**src/rtl/inst_decode_pipe_pkg.sv**
```systemverilog
// Shared decode definitions for inst_decode_pipe: opcodes, type encoding,
// decoded-instruction record and the pure RV32/RV64 base decode function.
package inst_decode_pipe_pkg;

   localparam int unsigned cXLEN = 64;

   localparam logic [6:0] OP_R      = 7'b0110011;
   localparam logic [6:0] OP_IMM    = 7'b0010011;
   localparam logic [6:0] OP_LOAD   = 7'b0000011;
   localparam logic [6:0] OP_JALR   = 7'b1100111;
   localparam logic [6:0] OP_SYSTEM = 7'b1110011;
   localparam logic [6:0] OP_STORE  = 7'b0100011;
   localparam logic [6:0] OP_BRANCH = 7'b1100011;
   localparam logic [6:0] OP_LUI    = 7'b0110111;
   localparam logic [6:0] OP_AUIPC  = 7'b0010111;
   localparam logic [6:0] OP_JAL    = 7'b1101111;

   typedef enum logic [5:0] {
      T_NONE = 6'b000000,
      T_R    = 6'b000001,
      T_I    = 6'b000010,
      T_S    = 6'b000100,
      T_B    = 6'b001000,
      T_U    = 6'b010000,
      T_J    = 6'b100000
   } inst_type_e;

   typedef struct packed {
      logic [4:0]       rs1;
      logic [4:0]       rs2;
      logic [4:0]       rd;
      logic [2:0]       f3;
      logic [6:0]       f7;
      logic [cXLEN-1:0] imm;
      logic [6:0]       opcode;
      logic [cXLEN-1:0] curPc;
      inst_type_e       itype;
      logic             illegal;
   } dec_t;

   // Immediates are sign-extended to cXLEN; narrower cores take the low bits.
   function automatic dec_t decode_inst(input logic [31:0] inst, input logic [cXLEN-1:0] pc);
      dec_t d;
      d.rs1     = inst[19:15];
      d.rs2     = inst[24:20];
      d.rd      = inst[11:7];
      d.f3      = inst[14:12];
      d.f7      = inst[31:25];
      d.opcode  = inst[6:0];
      d.curPc   = pc;
      d.imm     = '0;
      d.itype   = T_NONE;
      d.illegal = 1'b0;
      if (inst[1:0] != 2'b11) begin
         d.illegal = 1'b1;
      end else begin
         case (inst[6:0])
            OP_R: d.itype = T_R;
            OP_IMM, OP_LOAD, OP_JALR, OP_SYSTEM: begin
               d.itype = T_I;
               d.imm   = {{(cXLEN-12){inst[31]}}, inst[31:20]};
            end
            OP_STORE: begin
               d.itype = T_S;
               d.imm   = {{(cXLEN-12){inst[31]}}, inst[31:25], inst[11:7]};
            end
            OP_BRANCH: begin
               d.itype = T_B;
               d.imm   = {{(cXLEN-13){inst[31]}}, inst[31], inst[7], inst[30:25], inst[11:8], 1'b0};
            end
            OP_LUI, OP_AUIPC: begin
               d.itype = T_U;
               d.imm   = {{(cXLEN-32){inst[31]}}, inst[31:12], 12'b0};
            end
            OP_JAL: begin
               d.itype = T_J;
               d.imm   = {{(cXLEN-21){inst[31]}}, inst[31], inst[19:12], inst[20], inst[30:21], 1'b0};
            end
            default: d.illegal = 1'b1;
         endcase
      end
      return d;
   endfunction

endpackage

```
**src/rtl/inst_decode_pipe_queue.sv**
```systemverilog
// inst_queue: synchronous FIFO holding {pc, instruction} words for the decode stage.
module inst_queue #(
   parameter int unsigned DEPTH = 4,
   parameter int unsigned WIDTH = 64
) (
   input  logic                         iClk,
   input  logic                         iRst,
   input  logic                         iFlush,
   input  logic                         iPush,
   input  logic                         iPop,
   input  logic [WIDTH-1:0]             iData,
   output logic [WIDTH-1:0]             oData,
   output logic                         oFull,
   output logic                         oEmpty,
   output logic [$clog2(DEPTH+1)-1:0]   oLevel
);

   localparam int unsigned PW = $clog2(DEPTH);
   localparam int unsigned LW = $clog2(DEPTH+1);

   logic [WIDTH-1:0] mem [DEPTH];
   logic [PW-1:0]    wp;
   logic [PW-1:0]    rp;
   logic [LW-1:0]    level;
   logic             do_push;
   logic             do_pop;

   assign oFull   = (level == LW'(DEPTH));
   assign oEmpty  = (level == '0);
   assign oLevel  = level;
   assign oData   = mem[rp];
   assign do_push = iPush && !oFull;
   assign do_pop  = iPop && !oEmpty;

   always_ff @(posedge iClk) begin
      if (iRst || iFlush) begin
         wp    <= '0;
         rp    <= '0;
         level <= '0;
      end else begin
         if (do_push) wp <= wp + PW'(1);
         if (do_pop)  rp <= rp + PW'(1);
         case ({do_push, do_pop})
            2'b10:   level <= level + LW'(1);
            2'b01:   level <= level - LW'(1);
            default: level <= level;
         endcase
      end
   end

   always_ff @(posedge iClk) begin
      if (do_push && !iRst && !iFlush) mem[wp] <= iData;
   end

endmodule

```
**src/rtl/inst_decode_pipe.sv**
```systemverilog
// Elastic decode stage: input queue followed by CYCLE_NUM decode registers.
// DECODE_ILLEGAL_TRAP_EN: deliver illegal words flagged; otherwise replace with NOP.
module inst_decode_pipe
   import inst_decode_pipe_pkg::*;
#(
   parameter int unsigned XLEN      = 32,
   parameter int unsigned DEPTH     = 4,
   parameter int unsigned CYCLE_NUM = 2
) (
   input  logic                        iClk,
   input  logic                        iRst,
   input  logic [31:0]                 iInst,
   input  logic [XLEN-1:0]             iCurPC,
   input  logic                        iValid,
   output logic                        oReady,
   input  logic                        iFlushPipe,
   input  logic                        iReady,
   output logic                        oValid,
   output logic [4:0]                  oRs1Addr,
   output logic [4:0]                  oRs2Addr,
   output logic [4:0]                  oRdAddr,
   output logic [2:0]                  oF3,
   output logic [6:0]                  oF7,
   output logic [6:0]                  oOpcode,
   output logic [XLEN-1:0]             oImm,
   output logic [XLEN-1:0]             oCurPc,
   output logic [5:0]                  oInstType,
   output logic                        oIllegal,
   output logic [$clog2(DEPTH+1)-1:0]  oLevel
);

   logic [XLEN+31:0]       q_rdata;
   logic                   q_full;
   logic                   q_empty;
   logic                   push;
   logic                   pop;
   logic                   advance;
   logic [CYCLE_NUM-1:0]   vld;
   dec_t                   stg [CYCLE_NUM];
   dec_t                   dec_in;
   dec_t                   last;

   assign oReady  = !q_full && !iFlushPipe;
   assign push    = iValid && oReady;
   assign oValid  = vld[CYCLE_NUM-1];
   assign advance = !(oValid && !iReady);
   assign pop     = !q_empty && advance && !iFlushPipe;

   inst_queue #(
      .DEPTH (DEPTH),
      .WIDTH (XLEN+32)
   ) u_queue (
      .iClk   (iClk),
      .iRst   (iRst),
      .iFlush (iFlushPipe),
      .iPush  (push),
      .iPop   (pop),
      .iData  ({iCurPC, iInst}),
      .oData  (q_rdata),
      .oFull  (q_full),
      .oEmpty (q_empty),
      .oLevel (oLevel)
   );

   always_comb begin
      dec_in = decode_inst(q_rdata[31:0], cXLEN'(q_rdata[XLEN+31:32]));
`ifndef DECODE_ILLEGAL_TRAP_EN
      if (dec_in.illegal) begin
         dec_in.rs1     = '0;
         dec_in.rs2     = '0;
         dec_in.rd      = '0;
         dec_in.f3      = '0;
         dec_in.f7      = '0;
         dec_in.imm     = '0;
         dec_in.opcode  = OP_IMM;
         dec_in.itype   = T_I;
         dec_in.illegal = 1'b0;
      end
`endif
   end

   // Stage payloads load only with a valid word so outputs keep the last delivery.
   always_ff @(posedge iClk) begin
      if (iRst) begin
         vld <= '0;
         for (int unsigned i = 0; i < CYCLE_NUM; i++) stg[i] <= '0;
      end else if (iFlushPipe) begin
         vld <= '0;
      end else if (advance) begin
         vld[0] <= pop;
         if (pop) stg[0] <= dec_in;
         for (int unsigned i = 1; i < CYCLE_NUM; i++) begin
            vld[i] <= vld[i-1];
            if (vld[i-1]) stg[i] <= stg[i-1];
         end
      end
   end

   assign last      = stg[CYCLE_NUM-1];
   assign oRs1Addr  = last.rs1;
   assign oRs2Addr  = last.rs2;
   assign oRdAddr   = last.rd;
   assign oF3       = last.f3;
   assign oF7       = last.f7;
   assign oOpcode   = last.opcode;
   assign oImm      = last.imm[XLEN-1:0];
   assign oCurPc    = last.curPc[XLEN-1:0];
   assign oInstType = last.itype;

`ifdef DECODE_ILLEGAL_TRAP_EN
   assign oIllegal = last.illegal;
`else
   logic unused_illegal;
   assign oIllegal       = 1'b0;
   assign unused_illegal = last.illegal;
`endif

   if (XLEN < cXLEN) begin : g_trunc
      logic unused_hi;
      assign unused_hi = ^{last.imm[cXLEN-1:XLEN], last.curPc[cXLEN-1:XLEN]};
   end

endmodule

```
**config.mk**
```make
export PLATFORM = sky130hd
export DESIGN_NAME = inst_decode_pipe
export DESIGN_NICKNAME = d
export VERILOG_FILES = /design/src/rtl/inst_decode_pipe_pkg.sv /design/src/rtl/inst_decode_pipe_queue.sv /design/src/rtl/inst_decode_pipe.sv
export SDC_FILE = /design/constraint.sdc
export NUM_CORES = 1
export LEC_CHECK = 0
export ABC_CLOCK_PERIOD_IN_PS = 4000
export BUFFER_PORTS_ARGS = -buffer_cell sky130_fd_sc_hd__buf_4
export CAP_MARGIN = 30
export CORE_ASPECT_RATIO = 0.9
export CORE_MARGIN = 3
export CORE_UTILIZATION = 55
export CTS_BUF_LIST = sky130_fd_sc_hd__clkbuf_8
export DETAILED_ROUTE_END_ITERATION = 12
export PLACE_DENSITY = 0.75
export RECOVER_POWER = 25
export SLEW_MARGIN = 30
export SYNTH_ARGS = -nofsm -noshare
export SYNTH_HDL_FRONTEND = slang
export SYNTH_SLANG_ARGS = --single-unit
```
**constraint.sdc**
```tcl
create_clock -name iClk -period 4 [get_ports iClk]
set_input_delay 0 -clock iClk [delete_from_list [all_inputs] [get_ports iClk]]
set_output_delay 0 -clock iClk [all_outputs]
set_load 0.05 [all_outputs]
```
# Yosys cells after proc, flatten, opt, wreduce, memory -nomap -nowiden
# Memories as Yosys holds them, arrays and structs flattened. A register that Yosys moved wholly into a read port is not among the register bits.
# Index checks and enable logic that the tools add are counted.
# classes
n_eq_ne	14
n_mux	27
add_sub_neg	4
n_bitwise	2
reduce_logical	22
# op_table
cell	count
two-way mux 167 bit	2
one-hot mux 64 bit (5 select lines)	1
two-way mux 96 bit	1
two-way mux 64 bit	1
one-hot mux 6 bit (6 select lines)	1
equality test 7 bit (second input constant)	4
equality test 7 x 6 -> 1 bit (second input constant)	3
two-way mux 1 bit	16
equality test 7 x 5 -> 1 bit (second input constant)	2
OR reduction 10 bit	1
logical AND 1 bit	9
equality test 7 x 2 -> 1 bit (second input constant)	1
two-way mux 7 bit	1
zero test 1 bit	6
two-way mux 6 bit	1
one-hot mux 3 bit (2 select lines)	1
adder 2 x 1 -> 2 bit (second input constant)	2
two-way mux 2 bit	2
OR reduction 2 bit	2
OR reduction 4 bit	1
adder 3 x 1 -> 3 bit (second input constant)	1
equality test 3 bit (second input constant)	1
zero test 3 bit	1
subtractor 3 x 1 -> 3 bit (second input constant)	1
6 further kinds	7
# word_totals
regBits	9
mem_bits_rw	590
inputBits	69
elab_cells	75
n_memories	2
# memory_table
memory	depth	word_bits	read_ports	rd_clocked_by_memory_dff	wr	line_no	source
stg	2	167	2	0	2	inst_decode_pipe.sv:39	dec_t stg [CYCLE_NUM];
u_queue.mem	4	64	1	1	1	inst_decode_pipe_queue.sv:21	logic [WIDTH-1:0] mem [DEPTH];

# Logic depth before layout (Yosys ltp)
# Gate-level depths: netlist of run 1.
# depth
depth_word	11
depth_mapped	9
depth_no_buf	9

# Modules after synthesis
# From an unflattened synthesis of run 1, not the netlist that was laid out.
# hier_totals
cells_unflattened	1028
hier_area_um2	18795.5
# modules_own_cells
mod	area_per_inst_um2	cells_each	n_inst
inst_queue	9709.3	389	1
inst_decode_pipe	9086.2	639	1

# Worst setup path after synthesis of run 1
# OpenSTA, ideal clock, no wires.
# synth_path
kind	flip-flop to flip-flop
from	reg u_queue.level[0] (netlist: u_queue.oLevel[0])
to	mem u_queue.mem[0][0] (enable)
stages_incl_launch_ff	6
path_buffers	0
t_arrival_ns	3.846
period_less_slack_ns	4.275
setup_time_ns	0.429
slack_ns	-0.275
path_cell_list	dfxtp_1 -> inv_1 -> a31oi_1 -> nand2_1 -> nor2_1 -> and2_1
# synth_between
elab_chain_cells	9
# synth_rtl
item	line_no	source
from (decl)	inst_decode_pipe_queue.sv:24	logic [LW-1:0] level;
from (signal assigned)	inst_decode_pipe_queue.sv:44	2'b10: level <= level + LW'(1);
from (signal assigned)	inst_decode_pipe_queue.sv:45	2'b01: level <= level - LW'(1);
from (signal assigned)	inst_decode_pipe_queue.sv:46	default: level <= level;
equality test 3 bit	inst_decode_pipe_queue.sv:28	assign oFull = (level == LW'(DEPTH));
zero test 1 bit	inst_decode_pipe.sv:43	assign oReady = !q_full && !iFlushPipe;
logical AND 1 bit	inst_decode_pipe.sv:43	
via oReady	inst_decode_pipe.sv:15	output logic oReady,
logical AND 1 bit	inst_decode_pipe.sv:44	assign push = iValid && oReady;
logical AND 1 bit	inst_decode_pipe_queue.sv:32	assign do_push = iPush && !oFull;
logical AND 1 bit (2 in a row)	inst_decode_pipe_queue.sv:52	if (do_push && !iRst && !iFlush) mem[wp] <= iData;
two-way mux 1 bit	inst_decode_pipe_queue.sv:52	
two-way mux 1 bit (implied by the code)	inst_decode_pipe_queue.sv:52	
to (decl)	inst_decode_pipe_queue.sv:21	
# The timed path passes the listed nets, and every way through them passes these cells.

==> key figures, run 1 <==
Global routing
  • Overall track demand over capacity in global routing: 0.1867
  • Maximum number of pins on one net before global-route repair: between 60 and 70
  • Residual overflow from global routing: 0
  • Global-route wire length before repair: 52.35 mm
  • Initial antenna violation count: 2
  • Via count of the first global-routing pass: roughly 9500

Critical path
  • Type of the worst setup path: reg2reg
  • Slowest-stage cell, CP: sky130_fd_sc_hd__buf_4
  • Worst Path Arrival: 3.52 ns
  • Category of the worst setup path capture point: flip-flop
  • Longest individual stage delay on the worst path: 0.56 ns
  • Max Fanout on Critical Path: 29
  • Required time of the worst setup path: 4.39 ns
  • Chain of cells forming the critical path: buf_4 -> mux2i_1 -> mux2_2 -> nor4_1 -> nand2_1 -> a311oi_1
  • Startpoint class of the critical path: flip-flop

Yosys
  • Count of different cell masters after synthesis: 53
  • Proportion of synthesized area in mux cells: 0.07795
  • Number of flops mapped to enable cells by yosys: 460
  • Proportion of synthesized chip area in sequential cells: 0.7530
  • Synthesized net count: between 1000 and 1500
  • Number of warnings printed during yosys synthesis: 0
  • Fraction of post-synthesis cell area in the top cell type by area: 0.7412
  • Dominant combinational cell family by area after synthesis: simple AND/OR/NAND/NOR gates
  • Synth Flop Type: sky130_fd_sc_hd__edfxtp_1
  • Post-synthesis cell area: approximately 19000 µm²
  • Instance count of the mapped netlist: 1036
  • Fraction of the mapped netlist area in simple logic gates: 0.08345
  • Average footprint of a synthesized cell: between 15 and 20 µm²
  • Flop and latch count out of synthesis: 471
  • Synth top area cells: sky130_fd_sc_hd__edfxtp_1, sky130_fd_sc_hd__mux4_2, sky130_fd_sc_hd__and2_1, sky130_fd_sc_hd__buf_4, sky130_fd_sc_hd__dfxtp_1
  • Largest area contributor in the netlist: sky130_fd_sc_hd__edfxtp_1
  • Post-Synth Adder-Cell Area: 0.004431
  • Post-synthesis xor/xnor area fraction: 0.002350
  • Compound-Gate Fraction of Synth Area: 0.02383
  • Async set-or-reset flop fraction in the synthesized netlist: 0

Finish
  • Most common cell after layout, fill and taps aside: sky130_fd_sc_hd__edfxtp_1
  • Register area: 14040 µm²
  • Multi-input logic area: 3607 µm²
  • Area overhead of the layout relative to synthesis: 15.68%
  • Commonest cells after routing, fill and taps aside: sky130_fd_sc_hd__edfxtp_1, sky130_fd_sc_hd__and2_1, sky130_fd_sc_hd__buf_4
  • Layout filler cell count: 2343
  • Total inserted antenna cells: 0
  • Proportion of layout cells with a drive suffix above 1: 0.2355
  • Area of all placed cells without fillers: 21560 µm²
  • Layout Nets: 1297
  • Post-route insts no fill: roughly 1700

Power and ir drop
  • Power density over the cells: 456.1 nW/µm²
  • Maximum vdd ir drop: around 0.41 mV
  • Cell leakage power: 7.374 nW

Floorplanning
  • Vertical die dimension: 180.6 µm
  • Floorplan die width: 200.0 µm
  • Standard-cell rows: between 60 and 70
  • Initial Utilization: 0.5616
  • Top-level I/O count: 177
  • Core area: 33190 µm²
  • Area of the die: roughly 36000 µm²

Timing
  • Measured slew at the worst slew-check pin: 0.8699 ns
  • Fin Setup TNS: 0 ns
  • Number of max-slew violations in the final report: 0
  • Highest Clock Rate: 319.4 MHz
  • Post-Route Skew: 0.02246 ns
  • Slew Limit Headroom: 0.4201
  • Final clock period utilization by the worst path: 0.7828
  • Post-route minimum period: 3.131 ns
  • Count of endpoints failing setup in the final report: 0
  • Number of hold violations in the final report: 0
  • Unrepaired setup endpoints after global routing: false

Place
  • Placer Congestion: 0.8242
  • Number of placed cells counting well taps: 1530
  • HPWL after DPL: 19.63 mm
  • Input/output buffers: 175
  • Placed Area: 19750 µm²

Clock network
  • Number of buffers created by CTS: 73
  • H-tree Lvls: 3
  • Insertion delay of the later-clocked pin in the worst-skew pair: 0.59 ns
  • Clock tree root driver cell: sky130_fd_sc_hd__clkbuf_8
  • Deepest clock path buffer count: 3
  • Number of setup buffers added after CTS: 0
  • Reg clk slew, reported paths: 0.06 ns
  • TritonCTS clock tree: done
  • Clock sink total: 471

Route
  • Detail-routed net length per standard cell: 19.12 µm
  • Antenna-violating nets left: 0
  • Remaining design rule violation count: 0
  • Per-cell via count in the routed design: 5.240
  • Starting DRT DRC Count: about 600
  • Initial DRT Pass Iterations: 5
  • Number of vias after detailed routing: ~9100
  • Final wirelength: roughly 33 mm

Status
  • Run status: finished, final reports clean

Flow run
  • # Max-Cap Violations: 0

Min path
  • Type of the worst min-delay path: in2reg
## sequential cells by signal, summed over array words and instances (netlist names), named ones only
name	count
vld	2
stg	204
u_queue.rp	2
u_queue.mem	256
u_queue.wp	2
u_queue.oLevel	3
## synthesized netlist by cell type (5+ instances only)
master and instances:
sky130_fd_sc_hd__edfxtp_1 460, sky130_fd_sc_hd__clkbuf_1 27, sky130_fd_sc_hd__a211oi_1 11, sky130_fd_sc_hd__nor2_1 23, sky130_fd_sc_hd__ha_1 5, sky130_fd_sc_hd__nor3_1 11
sky130_fd_sc_hd__buf_4 104, sky130_fd_sc_hd__nand2_1 34, sky130_fd_sc_hd__buf_2 15, sky130_fd_sc_hd__and2_1 159, sky130_fd_sc_hd__mux2i_1 9, sky130_fd_sc_hd__or4_1 6
sky130_fd_sc_hd__dfxtp_1 11, sky130_fd_sc_hd__mux4_2 57, sky130_fd_sc_hd__a21oi_1 8, sky130_fd_sc_hd__a311oi_2 9, sky130_fd_sc_hd__mux2_2 7, sky130_fd_sc_hd__o21ai_0 12
sky130_fd_sc_hd__inv_1 9
## path summary, 6_finish.rpt
path                                  from                  to  slack (ns)  cells past startpoint
worst max-delay path             flip-flop         stg[0][108]        0.87                      6
worst min-delay path            iCurPC[30]  u_queue.mem[3][62]        0.21                      2
worst max register to register   flip-flop         stg[0][108]        0.87                      6
worst min register to register  stg[0][98]         stg[0][265]        0.51                      1
## layout make-up
type                            count  share of cell area
Multi-Input combinational cell    406              0.1673
Timing Repair Buffer              261             0.09106
Sequential cell                   471              0.6513
Inverter                            9            0.001683
Clock buffer                       73             0.04660
Clock inverter                     58             0.01567
Tap cell                          455             0.02641
## report_power, final
part	total, W	switching (W)	internal (W)
logic	0.000551	0.000372	0.000179
clock network	0.00370	0.00179	0.00191
registers	0.00558	0.0000378	0.00555
## worst max-delay path, delay by kind of cell (launching register included)
kind | cells | cell delay [ns]
AO/OA/AOI/OAI | 1 | 0.41
AND/OR/NAND/NOR | 2 | 0.89
multiplexers | 2 | 0.49
buffers and inverters | 1 | 0.56
flip-flops | 1 | 0.55
## stage by stage
step | setup WS (ns) | util | total power (W) | hold slack (ns)
floorplan | 0.03609 | - | 0.006060 | 0.06907
global placement | 1.048 | 0.5927 | 0.006198 | 0.2005
detailed placement | 0.8824 | 0.5951 | 0.006212 | 0.2035
CTS | 0.8306 | 0.6572 | 0.009953 | 0.09755
global route | 0.5927 | 0.6497 | 0.01021 | 0.1927
finish | 0.8687 | 0.6497 | 0.009833 | 0.2132
## metal layers
layer	part of all wire	track usage	vias to the layer above	routed length, µm
li1	-	-	4209	-
met1	0.42	0.2543	4524	14040
met2	0.50	0.3045	284	16570
met3	0.057	0.04393	60	1901
met4	0.018	0.05470	4	603
met5	0.00063	0	-	21
## logic make-up after synthesis
group / Yosys count
AOI/OAI and AO/OA: 54
xor gates and xnor gates: 5
adders and majority gates: 6
buffers and inverters: 159
DFF: 471
muxes: 73
other: 1
and+or+nand+nor: 267
## repair_timing
item	in CTS	in global routing
hold buffers	72	0
resized for setup	0	0
endpoints found under the hold margin	267	0
(Power assumes the default switching activity.)
==> run 2: changes to the inputs <==
--- a/config.mk
+++ b/config.mk
@@ -5,7 +5,8 @@
 export SDC_FILE = /design/constraint.sdc
 export NUM_CORES = 1
 export LEC_CHECK = 0
-export ABC_CLOCK_PERIOD_IN_PS = 4000
+export ABC_AREA = 1
+export ABC_CLOCK_PERIOD_IN_PS = 2560
 export BUFFER_PORTS_ARGS = -buffer_cell sky130_fd_sc_hd__buf_4
 export CAP_MARGIN = 30
 export CORE_ASPECT_RATIO = 0.9
@@ -13,7 +14,7 @@
 export CORE_UTILIZATION = 55
 export CTS_BUF_LIST = sky130_fd_sc_hd__clkbuf_8
 export DETAILED_ROUTE_END_ITERATION = 12
-export PLACE_DENSITY = 0.75
+export PLACE_DENSITY = 0.78
 export RECOVER_POWER = 25
 export SLEW_MARGIN = 30
 export SYNTH_ARGS = -nofsm -noshare
==> constraint.sdc (replaced) <==
create_clock -name iClk -period 2.56 [get_ports iClk]
set_input_delay 0 -clock iClk [delete_from_list [all_inputs] [get_ports iClk]]
set_output_delay 0 -clock iClk [all_outputs]
set_load 0.05 [all_outputs]
==> key figures, run 2 <==
Finish
  • Area overhead of the layout relative to synthesis: 16.22% (was 15.68%)
  • Post-route insts no fill: 2258 (was 1733)
  • Number of flip-flops in the largest register: 256 (unchanged)
  • Layout Nets: 1811 (was 1297)
  • Multi-input logic area: 3462 µm² (was 3607 µm²)
  • Proportion of layout cells with a drive suffix above 1: 0.1633 (was 0.2355)
  • Most common cell after layout, fill and taps aside: sky130_fd_sc_hd__edfxtp_1 (unchanged)
  • Layout filler cell count: 2572 (was 2343)
  • Register area: 14050 µm² (was 14040 µm²)
  • Biggest register: u_queue.mem (unchanged)
  • Final core utilization: 0.6511 (was 0.6497)
  • Commonest cells after routing, fill and taps aside: sky130_fd_sc_hd__edfxtp_1, sky130_fd_sc_hd__nor2_1, sky130_fd_sc_hd__inv_1 (was sky130_fd_sc_hd__edfxtp_1, sky130_fd_sc_hd__and2_1, sky130_fd_sc_hd__buf_4)

Route
  • Per-cell via count in the routed design: 5.116 (was 5.240)
  • Starting DRT DRC Count: 1113 (was 615)
  • Final wirelength: 38.85 mm (was 33.14 mm)
  • Detail-routed net length per standard cell: 17.21 µm (was 19.12 µm)
  • Number of vias after detailed routing: 11550 (was 9081)
  • Remaining design rule violation count: 0 (unchanged)
  • Antenna-violating nets left: 0 (unchanged)
  • Initial DRT Pass Iterations: 6 (was 5)

Timing
  • Number of hold violations in the final report: 0 (unchanged)
  • Highest Clock Rate: 421.4 MHz (was 319.4 MHz)
  • Post-route minimum period: 2.373 ns (was 3.131 ns)
  • Setup slack after layout: 0.1872 ns (was 0.8687 ns)
  • Unrepaired setup endpoints after global routing: false (unchanged)
  • Slew Limit Headroom: 0.5488 (was 0.4201)
  • Measured slew at the worst slew-check pin: 0.6769 ns (was 0.8699 ns)
  • Count of endpoints failing setup in the final report: 0 (unchanged)
  • Final clock period utilization by the worst path: 0.9269 (was 0.7828)
  • Post-Route Skew: 0.02191 ns (was 0.02246 ns)
  • Number of max-slew violations in the final report: 0 (unchanged)
  • Fin Setup TNS: 0 ns (unchanged)

Clock network
  • Insertion delay of the later-clocked pin in the worst-skew pair: 0.59 ns (about the same)
  • Deepest clock path buffer count: 3 (unchanged)
  • Number of setup buffers added after CTS: 0 (unchanged)
  • Reg clk slew, reported paths: 0.06 ns (about the same)
  • H-tree Lvls: 3 (unchanged)
  • Clock tree root driver cell: sky130_fd_sc_hd__clkbuf_8 (unchanged)
  • Clock sink total: 471 (unchanged)
  • Number of buffers created by CTS: 75 (was 73)
  • TritonCTS clock tree: done (unchanged)

Floorplanning
  • Floorplan die width: 202.5 µm (was 200.0 µm)
  • Vertical die dimension: 182.8 µm (was 180.6 µm)
  • Initial Utilization: 0.5602 (was 0.5616)
  • Top-level I/O count: 177 (unchanged)
  • Core area: 34110 µm² (was 33190 µm²)
  • Area of the die: 37020 µm² (was 36130 µm²)
  • Standard-cell rows: 64 (was 63)

Critical path
  • Max Fanout on Critical Path: 50 (was 29)
  • Category of the worst setup path capture point: flip-flop (unchanged)
  • Startpoint class of the critical path: flip-flop (unchanged)
  • Type of the worst setup path: reg2reg (unchanged)
  • Worst Path Arrival: 2.80 ns (was 3.52 ns)
  • Required time of the worst setup path: 2.99 ns (was 4.39 ns)

Yosys
  • Async set-or-reset flop fraction in the synthesized netlist: 0 (unchanged)
  • Fraction of post-synthesis cell area in the top cell type by area: 0.7228 (was 0.7412)
  • Number of flops mapped to enable cells by yosys: 460 (unchanged)
  • Average footprint of a synthesized cell: 12.37 µm² (was 17.99 µm²)
  • Post-synthesis cell area: 19110 µm² (was 18640 µm²)
  • Synthesized net count: 1620 (was 1111)
  • Synth Flop Type: sky130_fd_sc_hd__edfxtp_1 (unchanged)
  • Instance count of the mapped netlist: 1545 (was 1036)
  • Count of different cell masters after synthesis: 31 (was 53)
  • Largest area contributor in the netlist: sky130_fd_sc_hd__edfxtp_1 (unchanged)
  • Proportion of synthesized chip area in sequential cells: 0.7343 (was 0.7530)
  • Flop and latch count out of synthesis: 471 (unchanged)
  • Leading cell types by count after synthesis: sky130_fd_sc_hd__edfxtp_1, sky130_fd_sc_hd__nor2_1, sky130_fd_sc_hd__nand2_1 (was sky130_fd_sc_hd__edfxtp_1, sky130_fd_sc_hd__and2_1, sky130_fd_sc_hd__buf_4)
  • Synth top area cells: sky130_fd_sc_hd__edfxtp_1, sky130_fd_sc_hd__nor2_1, sky130_fd_sc_hd__buf_4, sky130_fd_sc_hd__nand2_1, sky130_fd_sc_hd__inv_1 (was sky130_fd_sc_hd__edfxtp_1, sky130_fd_sc_hd__mux4_2, sky130_fd_sc_hd__and2_1, sky130_fd_sc_hd__buf_4, sky130_fd_sc_hd__dfxtp_1)
  • Number of warnings printed during yosys synthesis: 0 (unchanged)
  • Most common cell in the synthesized netlist: sky130_fd_sc_hd__edfxtp_1 (unchanged)

Status
  • Run status: finished, final reports clean (unchanged)

Flow run
  • # Max-Cap Violations: 0 (unchanged)

Min path
  • Type of the worst min-delay path: in2reg (unchanged)
  • HP Start: iInst[26] (was iCurPC[30])

Power and ir drop
  • Power density over the cells: 683.4 nW/µm² (was 456.1 nW/µm²)
  • Maximum vdd ir drop: 0.3453 mV (was 0.4136 mV)
  • Cell leakage power: 8.589 nW (was 7.374 nW)

Global routing
  • Maximum number of pins on one net before global-route repair: 70 (was 69)
  • Via count of the first global-routing pass: 11640 (was 9466)
  • Residual overflow from global routing: 0 (unchanged)
  • Overall track demand over capacity in global routing: 0.2076 (was 0.1867)
  • Global-route wire length before repair: 60.93 mm (was 52.35 mm)
  • Initial antenna violation count: 2 (unchanged)

Place
  • Place WS: 0.1344 ns (was 0.8824 ns)
  • Placer Congestion: 0.8300 (was 0.8242)
  • Input/output buffers: 175 (unchanged)
  • HPWL after DPL: 24.05 mm (was 19.63 mm)
  • Number of placed cells counting well taps: 2048 (was 1530)
run 2: changes by cell type after synthesis, sizes merged, moves of 18 or more:
cell   delta
nand3    +40
inv     +154
nand2   +149
nor2    +307
buf      +18
a21oi    +65
and2    -159
o21ai    +62
a32oi    +25
mux4     -57
run 2: critical path, stage by stage (launching register included):
cell and delay (ns):
sky130_fd_sc_hd__dfxtp_4 0.40, sky130_fd_sc_hd__clkinv_2 0.18, sky130_fd_sc_hd__buf_4 0.48, sky130_fd_sc_hd__nand2_1 0.14, sky130_fd_sc_hd__a32oi_1 0.60, sky130_fd_sc_hd__nand2_1 0.12
sky130_fd_sc_hd__o21ai_0 0.10, sky130_fd_sc_hd__a21oi_1 0.06, sky130_fd_sc_hd__nor2_1 0.11
run 2: worst paths after layout:
path | to | slack [ns] | cells after the start
max | stg[0][81] | 0.19 | 8
min | u_queue.mem[1][26] | 0.21 | 2
max reg2reg | stg[0][81] | 0.19 | 8
min reg2reg | flip-flop | 0.47 | 2
run 2: cell families after synthesis:
family,Yosys count,synth area share
and+or+nand+nor,559,0.1208
DFF,471,0.7343
buffers and inverters,333,0.08943
AOI/OAI and AO/OA,175,0.05094
adders and majority gates,6,0.004321
other,1,0.0001962
run 2: metal layers:
metal | wire, µm | track usage | up-vias
li1 | - | - | 5504
met1 | 16990 | 0.2887 | 5546
met2 | 18270 | 0.3336 | 410
met3 | 2521 | 0.03886 | 90
met4 | 1060 | 0.07648 | 2
met5 | 7 | 0 | -
run 2: what timing repair did:
| action | 4_1_cts | 5_1_grt |
|---|---|---|
| resized for setup | 0 | 3 |
| hold buffers | 72 | 0 |
| hold endpoints to repair | 282 | 0 |
| endpoints found under the setup margin | 0 | 54 |
run 2: where the power goes:
group	internal (W)	switching, W
combinational	0.000284	0.000648
clock	0.00278	0.00274
sequential	0.00866	0.0000642
run 2: final cells by class:
| type | instances | area share |
|---|---|---|
| flip-flops and latches | 471 | 0.6324 |
| clock buffers | 76 | 0.04709 |
| diodes | 2 | 0.0002253 |
| clock inverters | 59 | 0.01155 |
| multi-input cells | 742 | 0.1559 |
| inverters | 163 | 0.02783 |
| well taps | 462 | 0.02603 |
| repair buffers | 283 | 0.09897 |
run 2: through the flow:
| step | hold WS (ns) | power [W] | instance area [µm²] |
|---|---|---|---|
| finish | 0.2120 | 0.01518 | 22210 |
| global route | 0.2091 | 0.01573 | 22210 |
| CTS | 0.1198 | 0.01537 | 22420 |
| detailed placement | 0.2025 | 0.009773 | 20400 |
| global placement | 0.1990 | 0.009747 | 20400 |
| floorplan | 0.06490 | 0.009475 | 19190 |
